===== config.mk =====
export PLATFORM = sky130hd
export DESIGN_NAME = decode_queue
export DESIGN_NICKNAME = d
export VERILOG_FILES = /design/src/rtl/decode_queue.sv
export SDC_FILE = /design/constraint.sdc
export NUM_CORES = 1
export LEC_CHECK = 0
export ABC_AREA = 1
export BUFFER_PORTS_ARGS = -buffer_cell sky130_fd_sc_hd__buf_2
export CAP_MARGIN = 5
export CORE_UTILIZATION = 60
export DETAILED_ROUTE_END_ITERATION = 6
export PLACE_DENSITY = 0.82
export SYNTH_ARGS = -nofsm -noshare
export SYNTH_HDL_FRONTEND = slang
export SYNTH_SLANG_ARGS = --single-unit

===== constraint.sdc =====
create_clock -name clk -period 12.2 [get_ports clk]
set_input_delay 1.22 -clock clk [delete_from_list [all_inputs] [get_ports clk]]
set_output_delay 1.22 -clock clk [all_outputs]
set_load 0.01 [all_outputs]

===== src/rtl/decode_queue.sv =====
// decode_queue: registered RV32I decode stage with a DEPTH-entry output queue.
// Instructions arrive from fetch over in_valid/in_ready, are decoded
// combinationally and written into a circular buffer. Issue consumes the
// head entry over out_valid/out_ready. in_ready and out_valid come straight
// from flops, so issue back-pressure has no combinational path to fetch.
//
// Optional feature macro: DECODE_RV32M_EN
//   defined   -> OP with funct7 0000001 (RV32M) is legal, out_muldiv = 1
//   undefined -> that encoding is illegal, out_muldiv is always 0
//
// Ports:
//   clk, rst          clock, asynchronous active-high reset
//   flush             drop all queued entries and any same-cycle push/pop
//   in_valid/ready    fetch handshake; in_ready = (count < DEPTH)
//   in_instr, in_pc   raw instruction and its address
//   out_valid/ready   issue handshake; out_valid = (count != 0)
//   out_pc .. out_illegal  decoded head entry
//   count             occupancy, 0..DEPTH
module decode_queue #(
  parameter int unsigned PC_W  = 32,
  parameter int unsigned DEPTH = 2
) (
  input  logic                         clk,
  input  logic                         rst,
  input  logic                         flush,
  input  logic                         in_valid,
  output logic                         in_ready,
  input  logic [31:0]                  in_instr,
  input  logic [PC_W-1:0]              in_pc,
  output logic                         out_valid,
  input  logic                         out_ready,
  output logic [PC_W-1:0]              out_pc,
  output logic [10:0]                  out_class,
  output logic [4:0]                   out_rd,
  output logic [4:0]                   out_rs1,
  output logic [4:0]                   out_rs2,
  output logic [2:0]                   out_funct3,
  output logic                         out_alt,
  output logic [31:0]                  out_imm,
  output logic                         out_rd_we,
  output logic                         out_rs1_used,
  output logic                         out_rs2_used,
  output logic                         out_muldiv,
  output logic                         out_illegal,
  output logic [$clog2(DEPTH+1)-1:0]   count
);

  localparam int unsigned AW = $clog2(DEPTH);
  localparam int unsigned CW = $clog2(DEPTH+1);

  // One-hot class bit positions
  localparam int unsigned C_LUI    = 0;
  localparam int unsigned C_AUIPC  = 1;
  localparam int unsigned C_JAL    = 2;
  localparam int unsigned C_JALR   = 3;
  localparam int unsigned C_BRANCH = 4;
  localparam int unsigned C_LOAD   = 5;
  localparam int unsigned C_STORE  = 6;
  localparam int unsigned C_OPIMM  = 7;
  localparam int unsigned C_OP     = 8;
  localparam int unsigned C_FENCE  = 9;
  localparam int unsigned C_SYSTEM = 10;

  typedef struct packed {
    logic [PC_W-1:0] pc;
    logic [10:0]     cls;
    logic [4:0]      rd;
    logic [4:0]      rs1;
    logic [4:0]      rs2;
    logic [2:0]      funct3;
    logic            alt;
    logic [31:0]     imm;
    logic            rd_we;
    logic            rs1_used;
    logic            rs2_used;
    logic            muldiv;
    logic            illegal;
  } entry_t;

  // ---------------------------------------------------------------- decode
  logic [6:0]  opcode;
  logic [2:0]  f3;
  logic [6:0]  f7;
  logic [4:0]  rd;
  logic [10:0] cls_raw;
  logic        m_enc;
  logic        op_ok;
  logic        illegal;
  logic [31:0] imm;
  entry_t      dec;

  assign opcode = in_instr[6:0];
  assign f3     = in_instr[14:12];
  assign f7     = in_instr[31:25];
  assign rd     = in_instr[11:7];

`ifdef DECODE_RV32M_EN
  assign m_enc = cls_raw[C_OP] && (f7 == 7'b0000001);
`else
  assign m_enc = 1'b0;
`endif

  // Raw opcode class; an unknown opcode (including instr[1:0] != 11) gives 0
  always_comb begin
    cls_raw = '0;
    case (opcode)
      7'b0110111: cls_raw[C_LUI]    = 1'b1;
      7'b0010111: cls_raw[C_AUIPC]  = 1'b1;
      7'b1101111: cls_raw[C_JAL]    = 1'b1;
      7'b1100111: cls_raw[C_JALR]   = 1'b1;
      7'b1100011: cls_raw[C_BRANCH] = 1'b1;
      7'b0000011: cls_raw[C_LOAD]   = 1'b1;
      7'b0100011: cls_raw[C_STORE]  = 1'b1;
      7'b0010011: cls_raw[C_OPIMM]  = 1'b1;
      7'b0110011: cls_raw[C_OP]     = 1'b1;
      7'b0001111: cls_raw[C_FENCE]  = 1'b1;
      7'b1110011: cls_raw[C_SYSTEM] = 1'b1;
      default:    cls_raw = '0;
    endcase
  end

  // Legality checks on funct3/funct7 per class
  always_comb begin
    op_ok = (f7 == 7'b0000000) ||
            ((f7 == 7'b0100000) && ((f3 == 3'b000) || (f3 == 3'b101))) ||
            m_enc;
    illegal = (cls_raw == '0);
    if (cls_raw[C_JALR] && (f3 != 3'b000))
      illegal = 1'b1;
    if (cls_raw[C_BRANCH] && ((f3 == 3'b010) || (f3 == 3'b011)))
      illegal = 1'b1;
    if (cls_raw[C_LOAD] && ((f3 == 3'b011) || (f3[2:1] == 2'b11)))
      illegal = 1'b1;
    if (cls_raw[C_STORE] && (f3 >= 3'b011))
      illegal = 1'b1;
    if (cls_raw[C_OPIMM] && (f3 == 3'b001) && (f7 != 7'b0000000))
      illegal = 1'b1;
    if (cls_raw[C_OPIMM] && (f3 == 3'b101) &&
        (f7 != 7'b0000000) && (f7 != 7'b0100000))
      illegal = 1'b1;
    if (cls_raw[C_OP] && !op_ok)
      illegal = 1'b1;
  end

  // Immediate follows the raw opcode format even when the instruction is illegal
  always_comb begin
    imm = '0;
    if (cls_raw[C_JALR] || cls_raw[C_LOAD] || cls_raw[C_OPIMM] || cls_raw[C_SYSTEM])
      imm = {{20{in_instr[31]}}, in_instr[31:20]};
    else if (cls_raw[C_STORE])
      imm = {{20{in_instr[31]}}, in_instr[31:25], in_instr[11:7]};
    else if (cls_raw[C_BRANCH])
      imm = {{19{in_instr[31]}}, in_instr[31], in_instr[7], in_instr[30:25],
             in_instr[11:8], 1'b0};
    else if (cls_raw[C_LUI] || cls_raw[C_AUIPC])
      imm = {in_instr[31:12], 12'h000};
    else if (cls_raw[C_JAL])
      imm = {{11{in_instr[31]}}, in_instr[31], in_instr[19:12], in_instr[20],
             in_instr[30:21], 1'b0};
  end

  // Assemble the decoded record written on a push
  always_comb begin
    dec          = '0;
    dec.pc       = in_pc;
    dec.cls      = illegal ? 11'h000 : cls_raw;
    dec.rd       = rd;
    dec.rs1      = in_instr[19:15];
    dec.rs2      = in_instr[24:20];
    dec.funct3   = f3;
    dec.imm      = imm;
    dec.illegal  = illegal;
    dec.alt      = !illegal && in_instr[30] &&
                   (cls_raw[C_OP] ||
                    (cls_raw[C_OPIMM] && ((f3 == 3'b001) || (f3 == 3'b101))));
    dec.rd_we    = !illegal && (rd != 5'd0) &&
                   (cls_raw[C_LUI] || cls_raw[C_AUIPC] || cls_raw[C_JAL] ||
                    cls_raw[C_JALR] || cls_raw[C_LOAD] || cls_raw[C_OPIMM] ||
                    cls_raw[C_OP] || (cls_raw[C_SYSTEM] && (f3 != 3'b000)));
    dec.rs1_used = !illegal &&
                   (cls_raw[C_JALR] || cls_raw[C_BRANCH] || cls_raw[C_LOAD] ||
                    cls_raw[C_STORE] || cls_raw[C_OPIMM] || cls_raw[C_OP]);
    dec.rs2_used = !illegal &&
                   (cls_raw[C_BRANCH] || cls_raw[C_STORE] || cls_raw[C_OP]);
    dec.muldiv   = !illegal && m_enc;
  end

  // ---------------------------------------------------------------- queue
  entry_t         mem [DEPTH];
  entry_t         head;
  logic [AW-1:0]  wr_ptr;
  logic [AW-1:0]  rd_ptr;
  logic [CW-1:0]  count_nxt;
  logic           push;
  logic           pop;

  assign push = in_valid && in_ready && !flush;
  assign pop  = out_valid && out_ready && !flush;

  always_comb begin
    count_nxt = count;
    if (flush)
      count_nxt = '0;
    else
      count_nxt = count + CW'(push) - CW'(pop);
  end

  // Occupancy, pointers and registered handshake flags
  always_ff @(posedge clk or posedge rst) begin
    if (rst) begin
      count     <= '0;
      wr_ptr    <= '0;
      rd_ptr    <= '0;
      in_ready  <= 1'b1;
      out_valid <= 1'b0;
    end else begin
      count     <= count_nxt;
      in_ready  <= (count_nxt < CW'(DEPTH));
      out_valid <= (count_nxt != '0);
      if (flush) begin
        wr_ptr <= '0;
        rd_ptr <= '0;
      end else begin
        if (push) wr_ptr <= wr_ptr + AW'(1);
        if (pop)  rd_ptr <= rd_ptr + AW'(1);
      end
    end
  end

  // Entry storage; cleared on reset so the head outputs read zero afterwards
  always_ff @(posedge clk or posedge rst) begin
    if (rst) begin
      for (int i = 0; i < int'(DEPTH); i++)
        mem[i] <= '0;
    end else if (push) begin
      mem[wr_ptr] <= dec;
    end
  end

  assign head         = mem[rd_ptr];
  assign out_pc       = head.pc;
  assign out_class    = head.cls;
  assign out_rd       = head.rd;
  assign out_rs1      = head.rs1;
  assign out_rs2      = head.rs2;
  assign out_funct3   = head.funct3;
  assign out_alt      = head.alt;
  assign out_imm      = head.imm;
  assign out_rd_we    = head.rd_we;
  assign out_rs1_used = head.rs1_used;
  assign out_rs2_used = head.rs2_used;
  assign out_muldiv   = head.muldiv;
  assign out_illegal  = head.illegal;

endmodule


# Word-level counts from Yosys, hierarchy flattened
# Index checks and enable logic that the tools add are counted.
# op_classes
add_sub_neg	4
n_lt_le_gt_ge	5
eq_ne	18
mux	35
bitwise	2
n_reduce_logical	59
# op_table
operator	count
2-to-1 mux 99 bit	4
bitwise mux 198 bit	1
2-to-1 mux 32 bit	5
demux 99 bit (select 1 bit)	1
== test 7 x 6 -> 1 bit, second input constant	4
== test 7 bit, second input constant	4
logical AND 1 bit	24
logical OR 1 bit	23
2-to-1 mux 1 bit	22
== test 7 x 5 -> 1 bit, second input constant	2
logical NOT 11 bit	1
2-to-1 mux 11 bit	1
== test 7 x 2 -> 1 bit, second input constant	1
== test 7 x 4 -> 1 bit, second input constant	1
logical NOT 7 bit	1
!= test 7 x 6 -> 1 bit, second input constant	1
nonzero test 7 bit	1
== test 3 x 2 -> 1 bit, second input constant	2
nonzero test 2 bit	3
nonzero test 5 bit	1
>= comparator 2 bit, second input constant	2
inverter 1 -> 2 bit	2
== test 3 x 1 -> 1 bit, second input constant	1
== test 3 bit, second input constant	1
11 further kinds	14
# word_totals
regBits	204
in_bits	69
wordCells	154

# Longest topological paths before layout
# logic_depth
depth_word	14
mapped_depth	12

# Worst setup path before layout
# No wires, ideal clock.
# synth_timing
path_type	reg2out
startpoint	reg rd_ptr
endpoint	out out_pc[11]
arrival_ps	1322
setup_slack_ps	9658
stages_incl_launch_ff	6
cell_sequence	dfrtp_1 clkbuf_1 clkbuf_1 clkbuf_1 nand2_1 o21ai_0
# synth_between
elab_chain_len	4
# synth_rtl
element	line	rtl
start: declaration	192	logic [AW-1:0] rd_ptr;
start signal: assignment	225	if (pop) rd_ptr <= rd_ptr + AW'(1);
inverter 1 -> 2 bit (not written as such)	240	assign head = mem[rd_ptr];
2-to-1 mux 99 bit (not written as such) (3 in series)	240	
end: declaration	32	output logic [PC_W-1:0] out_pc,
# No other way between the ends. The select of a mux whose other input is x is not followed.

# Final worst setup path
# layout_timing
startpoint	reg rd_ptr
endpoint	out out_funct3[0]
# layout_between
elab_chain_len	4
# layout_rtl
element	line	rtl
inverter 1 -> 2 bit (not written as such)	240	
2-to-1 mux 99 bit (not written as such) (3 in series)	240	
end: declaration	37	output logic [2:0] out_funct3,
# No other way between the ends. The select of a mux whose other input is x is not followed.

==> impl_metrics.csv <==
group,metric,value,unit
worst_hold_path,min_path_type,"register to register",
layout,seqCellArea,5060,sq um
die,fp-row-count,45,
route,wl_met2,11600,um
die,die_h,128,um
layout,syn2layout_area_growth,16.4,%
worst_setup_path,path_class,"register to primary output",
route,met3_wirelength,1780,um
sta,worst_pin_slew,0.996,ns
worst_setup_path,reg2reg_slack,8.89,ns
clocking,max-clock-path-buffers,3,
clocking,cts_made_buffers,21,
route,drt_iter0_drc,718,
clocking,post_cts_resized,0,
worst_setup_path,start_kind,"register",
status,outcome,"finished, final reports clean",
layout,drive_gt1_share,17.6,%
layout,multi_input_area,3850,sq um
route,wl,24200,um
worst_setup_path,cp_max_fo,91,
clocking,cts_hold_buf,0,
clocking,clk_pin_slew_worst_paths,0.06,ns
synth,synth_seq_area_share,52.8,%
power,power.leakage,0.00627,uW
die,ios,172,
clocking,post_cts_buffers,0,
layout,fin_cells,1624,
clocking,htree_levels,1,
route,viasPerCell,5.38,
synth,synth_top_cell_by_area,"dfrtp_1",
die,dieWidth,128,um
die,core,15400,sq um
place,place_ws,8.10,ns
layout,layout_commonest_cell,"nand2_1",
sta,holdWs,0.474,ns
run,max_cap_viol_count,0,
grt,first_global_vias,8207,
clocking,clock_latency,0.49,ns
route,wl_met1,10200,um
route,drcViolationCount,0,
layout,fillers,1243,
sta,worst_slack,8.25,ns
grt,grtUsageTotal,30.6,%
place,dpl.hpwl,15200,um
clocking,cts_tree,"done",
clocking,cts_root_buf,"clkbuf_16",
sta,post-route-period-util,32.4,%
route,drtPass1Iterations,6,
synth,synth-seq-cells,202,
place,portBuffers,170,
sta,max_freq,0.253,GHz
route,highest_layer,"met4",
grt,grt_remaining_overflow,0,
die,dieArea,16500,sq um
clocking,cts_sinks,202,
place,globalplace.congestion,0.868,
synth,syn_inst,1271,
sta,skew,0.0123,ns
route,final_antenna_net_count,0,
worst_setup_path,endpoint_kind,"primary output",
layout,num_antenna_cells,0,
synth,syn-num-nets,1342,
synth,synth_top_area_share,52.5,%
power,finalPower,1900,uW
sta,drv_slew,0,
sta,grt_setup_unrepaired,"no",
power,vdd_ir_drop_max,0.138,mV
die,start_util,62.3,%
place,place_inst,1586,
grt,grt_first_pass_wirelength,40200,um
sta,finalSetupViolations,0,
layout,final_cell_mix,"633 x nand2_1, 200 x dfrtp_1, 170 x buf_2",
grt,grt_max_degree,133,
sta,period_minus_slack,3.95,ns
grt,antenna_found_initial,0,
layout,nets,1469,
sta,fin_tns_setup,0,ns
route,vias,8743,
synth,synth_cell_types,33,
sta,slew_headroom,33.6,%
sta,hold_viol_final,0,
synth,synth.area.top_cells,"dfrtp_1 53%, nand2_1 25%, o21ai_0 7.2%",
worst_setup_path,timing.critical_path.arrival,2.73,ns
synth,ys.warnings.count,0,
route,wl_per_cell,14.9,um
synth,syn_avg_cell_area,7.54,sq um
power,p_per_area,170,nW/um^2
synth,syn_area,9580,sq um
worst_setup_path,critPathRequiredTime,10.98,ns
## cell usage after synthesis
| cell type | instances |
|---|---|
| nand4_1 | 10 |
| buf_6 | 4 |
| buf_2 | 14 |
| nor4_1 | 1 |
| conb_1 | 1 |
| buf_1 | 4 |
| o211ai_1 | 1 |
| clkinv_1 | 1 |
| a22oi_1 | 1 |
| clkbuf_1 | 48 |
| ha_1 | 2 |
| a21oi_2 | 1 |
| nand3_1 | 45 |
| o211ai_2 | 7 |
| nand4_2 | 2 |
| nand3_2 | 4 |
| nand3b_1 | 1 |
| dfstp_2 | 1 |
| inv_1 | 89 |
| inv_2 | 6 |
| dfrtp_1 | 201 |
| o21ai_0 | 137 |
| nand2_1 | 633 |
| nor2_2 | 8 |
| nor3_1 | 2 |
| o21ai_1 | 5 |
| buf_4 | 2 |
| nor2_4 | 1 |
| xnor2_1 | 1 |
| nand2_2 | 5 |
| a21oi_1 | 3 |
| nor2_1 | 29 |
| o21a_1 | 1 |
## report_power, final
| part | leakage, uW | total, uW | switching [uW] | internal (uW) |
|---|---|---|---|---|
| registers | 0.00265 | 871 | 70.5 | 801 |
| clock network | 0.000355 | 649 | 256 | 393 |
| logic | 0.00326 | 376 | 245 | 132 |
| total | 0.00627 | 1900 | 571 | 1330 |
## cell families after synthesis
kind of cell	count (synthesis)	share of synthesized area [%]
buffers and inverters	168	7.16
DFF	202	52.8
adders and majority gates	2	0.261
AOI/OAI and AO/OA	156	8.82
and+or+nand+nor	741	30.8
xor gates and xnor gates	1	0.0915
other	1	0.0392
## stage by stage
stage	util (%)	instance area, sq um
floorplan	-	9580
global placement	67.9	10400
detailed placement	67.9	10400
CTS	72.5	11200
global route	72.5	11200
finish	72.5	11200
## worst max-delay path, stage by stage, from the launching register on
cell and delay [ns]:
dfrtp_4 0.97, buf_4 0.68, o21ai_0 0.35, buf_2 0.23
## sequential cells by signal, indices dropped and copies added, names as in the netlist
signal     flops
rd_ptr         1
out_valid      1
wr_ptr         1
mem          196
count          2
in_ready       1
## metal layers
| layer | vias up | track usage (%) |
|---|---|---|
| met2 | 341 | 51.1 |
| li1 | 4190 | - |
| met5 | - | 0 |
| met3 | 51 | 3.83 |
| met1 | 4161 | 42.2 |
| met4 | 0 | 9.13 |
## final cells by class
cell class	count	share of cell area, %
Multi-Input combinational cell	901	34.5
Timing Repair Buffer	176	8.03
Clock inverter	4	0.438
Clock buffer	34	5.96
Sequential cell	202	45.4
Inverter	96	3.31
Tap cell	211	2.37
## path summary, 6_finish.rpt
kind	start	to	cells after the start
min reg2reg	mem[68]	mem[68]	2
max in group asynchronous	rst	rd_ptr	3
min in group asynchronous	rst	mem[167]	2
max	rd_ptr	out_funct3[0]	3
min	mem[68]	mem[68]	2
max reg2reg	in_ready	mem[55]	7
Note: power is estimated with default switching activity, not from simulation.
